<file path="src/rtl/router_pkt_tx_if.sv">
// Signal bundle between a packet source and router_pkt_tx, plus the serial
// frame/valid/data lines toward the router input register.
interface router_pkt_tx_if;
   logic        start;
   logic [3:0]  addr;
   logic [7:0]  data_in;
   logic        data_valid;
   logic        data_last;
   logic        data_ready;
   logic        pkt_din;
   logic        pkt_frame_n;
   logic        pkt_valid_n;
   logic        busy;
   logic [15:0] pkt_count;

   modport master (
      output start, addr, data_in, data_valid, data_last,
      input  data_ready, pkt_din, pkt_frame_n, pkt_valid_n, busy, pkt_count
   );

   modport slave (
      input  start, addr, data_in, data_valid, data_last,
      output data_ready, pkt_din, pkt_frame_n, pkt_valid_n, busy, pkt_count
   );
endinterface

</file>
<file path="src/rtl/router_pkt_tx.sv">
// Serialises one packet (4-bit address, padding, LSB-first payload bytes) onto
// the router's din/frame_n/valid_n input, buffering one byte ahead of the shifter.
module router_pkt_tx #(
   parameter int unsigned PAD_CYCLES = 5
) (
   input  logic           clk,
   input  logic           reset_n,
   router_pkt_tx_if.slave bus
);

   typedef enum logic [1:0] {IDLE, ADDR, PAD, DATA} state_e;

   localparam logic [3:0] PAD_LAST = 4'(PAD_CYCLES - 1);

   state_e      state_q, state_d;
   logic [3:0]  cnt_q, cnt_d;
   logic [3:0]  addr_q, addr_d;
   logic [7:0]  sr_q, sr_d;
   logic        sr_valid_q, sr_valid_d;
   logic        sr_last_q, sr_last_d;
   logic [7:0]  hold_q, hold_d;
   logic        hold_valid_q, hold_valid_d;
   logic        hold_last_q, hold_last_d;
   logic        last_acc_q, last_acc_d;
   logic [15:0] pkt_count_q, pkt_count_d;

   logic       ready, accept, avail, avail_last, load_sr;
   logic [7:0] avail_byte;
   logic       pad_end, byte_end, pkt_end;
   logic       din, frame_n, valid_n;

   assign ready    = (state_q != IDLE) && !hold_valid_q && !last_acc_q;
   assign accept   = ready && bus.data_valid;
   assign pad_end  = (state_q == PAD) && (cnt_q == PAD_LAST);
   assign byte_end = (state_q == DATA) && sr_valid_q && (cnt_q == 4'd7);
   assign pkt_end  = byte_end && sr_last_q;

   // A byte accepted this cycle can feed the shifter directly when the holding
   // register is empty, so a late byte restarts the stream without an extra gap.
   assign avail      = hold_valid_q || accept;
   assign avail_byte = hold_valid_q ? hold_q : bus.data_in;
   assign avail_last = hold_valid_q ? hold_last_q : bus.data_last;
   assign load_sr    = avail && (pad_end || ((state_q == DATA) &&
                                 (!sr_valid_q || (byte_end && !sr_last_q))));

   // NOTE: sequential state uses non-blocking assignments so every flop samples
   // pre-edge values regardless of process ordering.
   always_ff @(posedge clk or negedge reset_n) begin
      if (!reset_n) state_q <= IDLE;
      else          state_q <= state_d;
   end

   // NOTE: each always_comb assigns its outputs a default first, so no path
   // leaves a variable unassigned and no latch is inferred.
   always_comb begin
      state_d = state_q;
      case (state_q)
         IDLE:    if (bus.start) state_d = ADDR;
         ADDR:    if (cnt_q == 4'd3) state_d = PAD;
         PAD:     if (pad_end) state_d = DATA;
         DATA:    if (pkt_end) state_d = IDLE;
         default: state_d = IDLE;
      endcase
   end

   always_comb begin
      din     = 1'b0;
      frame_n = 1'b0;
      valid_n = 1'b1;
      case (state_q)
         IDLE: frame_n = 1'b1;
         ADDR: din = addr_q[cnt_q[1:0]];
         PAD:  din = 1'b1;
         DATA: begin
            if (sr_valid_q) begin
               din     = sr_q[0];
               valid_n = 1'b0;
               frame_n = sr_last_q && (cnt_q == 4'd7);
            end
         end
         default: frame_n = 1'b1;
      endcase
   end

   always_comb begin
      cnt_d        = 4'd0;
      addr_d       = addr_q;
      sr_d         = sr_q;
      sr_valid_d   = sr_valid_q;
      sr_last_d    = sr_last_q;
      hold_d       = hold_q;
      hold_valid_d = hold_valid_q;
      hold_last_d  = hold_last_q;
      last_acc_d   = last_acc_q;
      pkt_count_d  = pkt_count_q;

      case (state_q)
         IDLE: if (bus.start) addr_d = bus.addr;
         ADDR: cnt_d = (cnt_q == 4'd3) ? 4'd0 : cnt_q + 4'd1;
         PAD:  cnt_d = pad_end ? 4'd0 : cnt_q + 4'd1;
         DATA: if (sr_valid_q) cnt_d = byte_end ? 4'd0 : cnt_q + 4'd1;
         default: cnt_d = 4'd0;
      endcase

      if ((state_q == DATA) && sr_valid_q) begin
         sr_d = {1'b0, sr_q[7:1]};
         if (byte_end) sr_valid_d = 1'b0;
      end

      if (load_sr) begin
         sr_d         = avail_byte;
         sr_valid_d   = 1'b1;
         sr_last_d    = avail_last;
         hold_valid_d = 1'b0;
      end else if (accept) begin
         hold_d       = bus.data_in;
         hold_valid_d = 1'b1;
         hold_last_d  = bus.data_last;
      end

      if (accept && bus.data_last) last_acc_d = 1'b1;
      if (pkt_end) begin
         last_acc_d  = 1'b0;
         pkt_count_d = pkt_count_q + 16'd1;
      end
   end

   // Byte registers are cleared on reset too, so an aborted packet leaves no
   // stale payload behind for the next one.
   always_ff @(posedge clk or negedge reset_n) begin
      if (!reset_n) begin
         cnt_q        <= 4'd0;
         addr_q       <= 4'd0;
         sr_q         <= 8'd0;
         sr_valid_q   <= 1'b0;
         sr_last_q    <= 1'b0;
         hold_q       <= 8'd0;
         hold_valid_q <= 1'b0;
         hold_last_q  <= 1'b0;
         last_acc_q   <= 1'b0;
         pkt_count_q  <= 16'd0;
      end else begin
         cnt_q        <= cnt_d;
         addr_q       <= addr_d;
         sr_q         <= sr_d;
         sr_valid_q   <= sr_valid_d;
         sr_last_q    <= sr_last_d;
         hold_q       <= hold_d;
         hold_valid_q <= hold_valid_d;
         hold_last_q  <= hold_last_d;
         last_acc_q   <= last_acc_d;
         pkt_count_q  <= pkt_count_d;
      end
   end

   assign bus.data_ready  = ready;
   assign bus.pkt_din     = din;
   assign bus.pkt_frame_n = frame_n;
   assign bus.pkt_valid_n = valid_n;
   assign bus.busy        = (state_q != IDLE);
   assign bus.pkt_count   = pkt_count_q;

endmodule

</file>
<file path="src/flat_wrapper.sv">
// flat-port wrapper written by rule: the top's interface ports become plain ports
module router_pkt_tx_flat 
#(
   parameter int unsigned PAD_CYCLES = 5
)
  (clk, reset_n, bus_start, bus_addr, bus_data_in, bus_data_valid, bus_data_last, bus_data_ready, bus_pkt_din, bus_pkt_frame_n, bus_pkt_valid_n, bus_busy, bus_pkt_count);
  router_pkt_tx_if bus_i ();
  input  logic clk;
  input  logic reset_n;
  input wire logic [$bits(bus_i.start)-1:0] bus_start;
  input wire logic [$bits(bus_i.addr)-1:0] bus_addr;
  input wire logic [$bits(bus_i.data_in)-1:0] bus_data_in;
  input wire logic [$bits(bus_i.data_valid)-1:0] bus_data_valid;
  input wire logic [$bits(bus_i.data_last)-1:0] bus_data_last;
  output wire logic [$bits(bus_i.data_ready)-1:0] bus_data_ready;
  output wire logic [$bits(bus_i.pkt_din)-1:0] bus_pkt_din;
  output wire logic [$bits(bus_i.pkt_frame_n)-1:0] bus_pkt_frame_n;
  output wire logic [$bits(bus_i.pkt_valid_n)-1:0] bus_pkt_valid_n;
  output wire logic [$bits(bus_i.busy)-1:0] bus_busy;
  output wire logic [$bits(bus_i.pkt_count)-1:0] bus_pkt_count;
  assign bus_i.start = bus_start;
  assign bus_i.addr = bus_addr;
  assign bus_i.data_in = bus_data_in;
  assign bus_i.data_valid = bus_data_valid;
  assign bus_i.data_last = bus_data_last;
  assign bus_data_ready = bus_i.data_ready;
  assign bus_pkt_din = bus_i.pkt_din;
  assign bus_pkt_frame_n = bus_i.pkt_frame_n;
  assign bus_pkt_valid_n = bus_i.pkt_valid_n;
  assign bus_busy = bus_i.busy;
  assign bus_pkt_count = bus_i.pkt_count;
  router_pkt_tx #(.PAD_CYCLES(PAD_CYCLES)) u_core (.clk(clk), .reset_n(reset_n), .bus(bus_i));
endmodule
</file>
<file path="config.mk">
export PLATFORM = sky130hd
export DESIGN_NAME = router_pkt_tx_flat
export DESIGN_NICKNAME = d
export VERILOG_FILES = /design/src/rtl/router_pkt_tx_if.sv /design/src/rtl/router_pkt_tx.sv /design/src/flat_wrapper.sv
export SDC_FILE = /design/constraint.sdc
export NUM_CORES = 1
export LEC_CHECK = 0
export CAP_MARGIN = 15
export CORE_ASPECT_RATIO = 1.5
export CORE_MARGIN = 1
export CORE_UTILIZATION = 37
export CTS_CLUSTER_SIZE = 30
export DETAILED_ROUTE_END_ITERATION = 12
export RECOVER_POWER = 100
export SYNTH_ARGS = -nofsm -noshare
export SYNTH_HDL_FRONTEND = slang
export SYNTH_SLANG_ARGS = --single-unit
</file>
<file path="constraint.sdc">
create_clock -name clk -period 2.1 [get_ports clk]
set_input_delay 0.42 -clock clk [delete_from_list [all_inputs] [get_ports clk]]
set_output_delay 0.42 -clock clk [all_outputs]
set_load 0.02 [all_outputs]
</file>
==> results <==
- The number of cells traversed by the worst register-to-register path is 8.
- The final weighted congestion in routability-driven placement is 0.794.
- The initialized floorplan defines 35 standard-cell rows.
- The per-cell via count in the routed design is 5.09.
- The share of the Yosys chip area taken by registers is 0.492.
- After detailed routing, the met3 layer carries 121 um of wire.
- The number of instances in the synthesized netlist is 192.
- The register share of total power is 0.392.
- The average instance in the mapped netlist occupies 12.4 um^2.
- Max-cap violations in this run came to 0.
- Relative to the synthesized area, the layout overhead comes to 29.0%.
- The max-slew violation count is 0.
- The buffer type at the clock tree root is sky130_fd_sc_hd__clkbuf_8.
- The number of clock buffers added by TritonCTS is 5.
- The required time of the worst setup path is 2.28 ns.
- The shortest clock period the worst path allows after layout is 2.06 ns.
- The worst pin sits at a relative slew slack of 0.226.
- The path type of the worst min-delay path is input pin to asynchronous set/reset pin.
- The flow ran to the end, and the final reports show no timing, DRC or antenna violations.
- The power density relative to cell area is 1130 nW/um^2.
- The die covers 6790 um^2.
- Entering global routing, the biggest net connects 48 pins.
- The routed wire length is 4900 um.
- The Yosys step of the flow raised 0 warnings.
- Clock latency on the worst-skew pair, taken at its later pin, is 0.30 ns.
- The flip-flop and latch count after synthesis is 47.
- The number of remaining DRC errors is 0.
- The worst clock skew is 0.0120 ns.
- Among the stages of the critical path, the cell type that occurs most often is sky130_fd_sc_hd__buf_4.
- The top-level port count is 38.
- The share of total power dissipated in the clock network is 0.156.
- The placeable core region is 6170 um^2.
- The total instance count after detailed placement is 317.
- For this run, the detailed router's first-pass iteration total came to 4.
- The count of vias placed by the detailed router is 1,673.
- In the final layout, the share of cells above drive strength 1 is 0.243.
- Of all flip-flops after synthesis, the portion carrying an async set or reset was 1.00.
- The clock-pin slew on the worst setup and hold paths is 0.09 ns.
- The final clock period utilization by the worst path is 0.982.
- In this run the static leakage power is 1.46 nW.
- The total design power is 3.47 mW.
- At the pin with the least slew margin, the transition time is 1.16 ns.
- The die extent in y is 100 um.
- The signal on the critical path passes through buf_4 -> ha_1 -> and3b_4 -> buf_4 -> a221oi_4 -> buf_6 -> nand3_4 -> mux2_4.
- The average routed wire per standard cell is 14.9 um.
- The clock net in this run drives a total of 47 sinks.
- The maximum VDD drop is 0.560 mV.
- Counting every net in the synthesized netlist gives 216.
- The overall die width is 67.6 um.
- For this run, the total global-route usage over all layers was measured as 0.157.
- The count of different cell masters after synthesis is 43.
- Setup repair after global routing could not meet its margin everywhere.
- The setup path with the least slack is of type register to register.
- The HPWL after detailed placement is 3450 um.
- The internal power of the cells is 2.22 mW.
- For this design the total switching power over the nets is 1.25 mW.
- Of the total power, the share spent switching nets is 0.359.
- The startpoint type of the worst setup path is a register.
- The final antenna diode count is 0.
- The area of the multi-input gates is 1190 um^2.
- The via count of the first global-routing pass came to 1,682.
- The share of total power dissipated in combinational logic is 0.453.
- Timing would allow up to 485 MHz.
- The number of DRC markers in iteration 0 is 71.
- In this design, the stage delay of the slowest critical-path cell is 0.41 ns.
- The starting utilization of the core area is 0.387.
- Setup violations remaining at the end of the flow were counted as 0.
- The number of antenna violations at the first check in global routing came to 0.
- The global route total overflow is 0.
- The clock tree buffer depth is 2.
- The first global-routing pass estimated 7900 um of wire.
- The number of fillers in the final layout is 555.
- Port buffering added 37 buffers.
- Summed over all nets, wire length on met2 after detailed routing comes to 2600 um.
- After the flow finishes, the layout carries non-filler instances totaling 329.
- The maximum fanout encountered on the critical timing path is 5.
- The total routed wire length on the met1 layer is 2070 um.
- The critical-path cell with the highest stage delay is sky130_fd_sc_hd__dfrtp_1.
- Registers take 1180 um^2.
- After synthesis the cells add up to 2390 um^2.
- The signal arrival time at the worst endpoint is 2.24 ns.
- The detail route stage leaves a number of antenna-violating nets equal to 0.
- TritonCTS built the clock tree.
- The number of flops mapped to enable cells by yosys is 0.
- Summed over all failing endpoints, the final setup total negative slack is 0 ns.
- After detailed routing, no signal wire sits above met4.
- Among all flip-flop cells after synthesis, the most frequent one is sky130_fd_sc_hd__dfrtp_1.
- The endpoint kind of the worst setup timing path is a register.
- CTS built an H-tree with a depth of 2.
- The net count of the finished layout is 278.
- The count of endpoints failing hold in the final timing report is 0.
-- cell usage after synthesis, drive strengths merged (2+ instances only) --
library cell	instances	area, um^2
dfrtp	47	1180
mux2i	23	230
mux2	16	214
nor2	14	60.1
xnor2	12	105
inv	9	33.8
nand2	9	33.8
nand3	9	62.6
ha	7	87.6
nand4	6	37.5
xor2	5	43.8
buf	4	20.0
a21oi	3	15.0
a221oi	3	50.1
nor3	3	20.0
nor4	3	40.0
and2	2	12.5
and4	2	17.5
nor2b	2	12.5
-- final cells by class --
type | count | area share
Clock buffer | 6 | 0.0235
Clock inverter | 2 | 0.00406
Inverter | 9 | 0.0110
Multi-Input combinational cell | 132 | 0.387
Sequential cell | 47 | 0.382
Tap cell | 74 | 0.0300
Timing Repair Buffer | 59 | 0.163
-- registers in the layout (all words and copies together), names as in the netlist --
register,flops
u_core.cnt_q,4
u_core.bus.pkt_count,16
u_core.state_q,2
u_core.hold_valid_q,1
u_core.sr_last_q,1
u_core.sr_valid_q,1
u_core.hold_last_q,1
u_core.hold_q,8
u_core.sr_q,8
u_core.last_acc_q,1
u_core.addr_q,4
-- stage by stage --
step / hold slack (ns) / utilization / cell area, um^2 / worst slack [ns]
after global placement: 0.461 / 0.480 / 2970 / -0.0727
after global routing: 0.511 / 0.499 / 3080 / -0.0921
after CTS: 0.233 / 0.496 / 3060 / 0.00781
final: 0.418 / 0.499 / 3080 / 0.0378
after detailed placement: 0.483 / 0.480 / 2970 / -0.0877
after floorplan: 0.124 / - / 2390 / 0.0975
-- critical path, delay by kind of cell (launching register included) --
| family | cells | cell delay [ns] |
|---|---|---|
| AOI/OAI and AO/OA | 1 | 0.23 |
| adders and majority gates | 1 | 0.20 |
| buffers and inverters | 3 | 0.45 |
| DFF | 1 | 0.41 |
| muxes | 1 | 0.33 |
| and+or+nand+nor | 2 | 0.32 |
-- power groups by stage --
stage,Combinational [mW],Clock (mW),Sequential (mW)
6_report,1.57,0.540,1.36
5_1_grt,1.73,0.604,1.40
4_1_cts,1.54,0.559,1.36
3_5_place_dp,1.54,0,1.38
3_3_place_gp,1.52,0,1.37
2_1_floorplan,1.06,0,1.32
-- path summary, 6_finish.rpt --
path | startpoint | end | slack (ns)
worst min-delay path | reset_n | u_core.bus.pkt_count[10] | 0.42
min in group clk | u_core.bus.pkt_count[15] | u_core.bus.pkt_count[15] | 0.49
worst max register to register | u_core.cnt_q[0] | u_core.hold_q[0] | 0.04
worst max-delay path | u_core.cnt_q[0] | u_core.hold_q[0] | 0.04
max in group asynchronous | reset_n | u_core.cnt_q[2] | 0.96
worst min register to register | u_core.bus.pkt_count[15] | u_core.bus.pkt_count[15] | 0.49
-- logic make-up (layout without fill, tap and decap cells) --
| kind of cell | after synthesis | after routing | share of synthesized area |
|---|---|---|---|
| mux | 40 | 40 | 0.195 |
| fa+ha+maj | 7 | 7 | 0.0367 |
| compound gates | 10 | 10 | 0.0382 |
| buf+inv | 14 | 76 | 0.0241 |
| flops | 47 | 47 | 0.492 |
| xor+xnor | 17 | 17 | 0.0623 |
| simple gates | 57 | 58 | 0.151 |
-- repair_timing --
item	in CTS	in global routing
setup endpoints to repair	6	26
hold buffers	0	0
resized for setup	15	14
setup buffers	2	1
cloned	0	1
pin swaps	1	3
-- cells in the final DEF (no fill, tap or decap), types with 2 or more instances in the layout --
master,n
sky130_fd_sc_hd__clkdlybuf4s50_1,15
sky130_fd_sc_hd__nor4_1,2
sky130_fd_sc_hd__dfrtp_1,47
sky130_fd_sc_hd__nand2_1,9
sky130_fd_sc_hd__clkbuf_4,2
sky130_fd_sc_hd__buf_4,14
sky130_fd_sc_hd__clkbuf_8,5
sky130_fd_sc_hd__dlygate4sd3_1,16
sky130_fd_sc_hd__inv_1,8
sky130_fd_sc_hd__and4_1,2
sky130_fd_sc_hd__nor3_1,2
sky130_fd_sc_hd__and2_1,2
sky130_fd_sc_hd__xor2_1,5
sky130_fd_sc_hd__nor2_1,13
sky130_fd_sc_hd__ha_1,5
sky130_fd_sc_hd__a221oi_2,2
sky130_fd_sc_hd__nor2b_1,2
sky130_fd_sc_hd__nand3_1,7
sky130_fd_sc_hd__buf_6,2
sky130_fd_sc_hd__mux2_4,10
sky130_fd_sc_hd__mux2_2,5
sky130_fd_sc_hd__buf_2,3
sky130_fd_sc_hd__nand4_1,6
sky130_fd_sc_hd__a21oi_1,2
sky130_fd_sc_hd__clkbuf_1,5
sky130_fd_sc_hd__clkbuf_2,2
sky130_fd_sc_hd__nand3_4,2
sky130_fd_sc_hd__xnor2_1,12
sky130_fd_sc_hd__mux2i_1,23
-- routing by layer --
layer / vias to the layer above / GRT usage
met5: - / 0
met1: 831 / 0.181
met2: 31 / 0.267
met3: 8 / 0.0341
li1: 803 / -
met4: 0 / 0.0753
(Power assumes the default switching activity.)
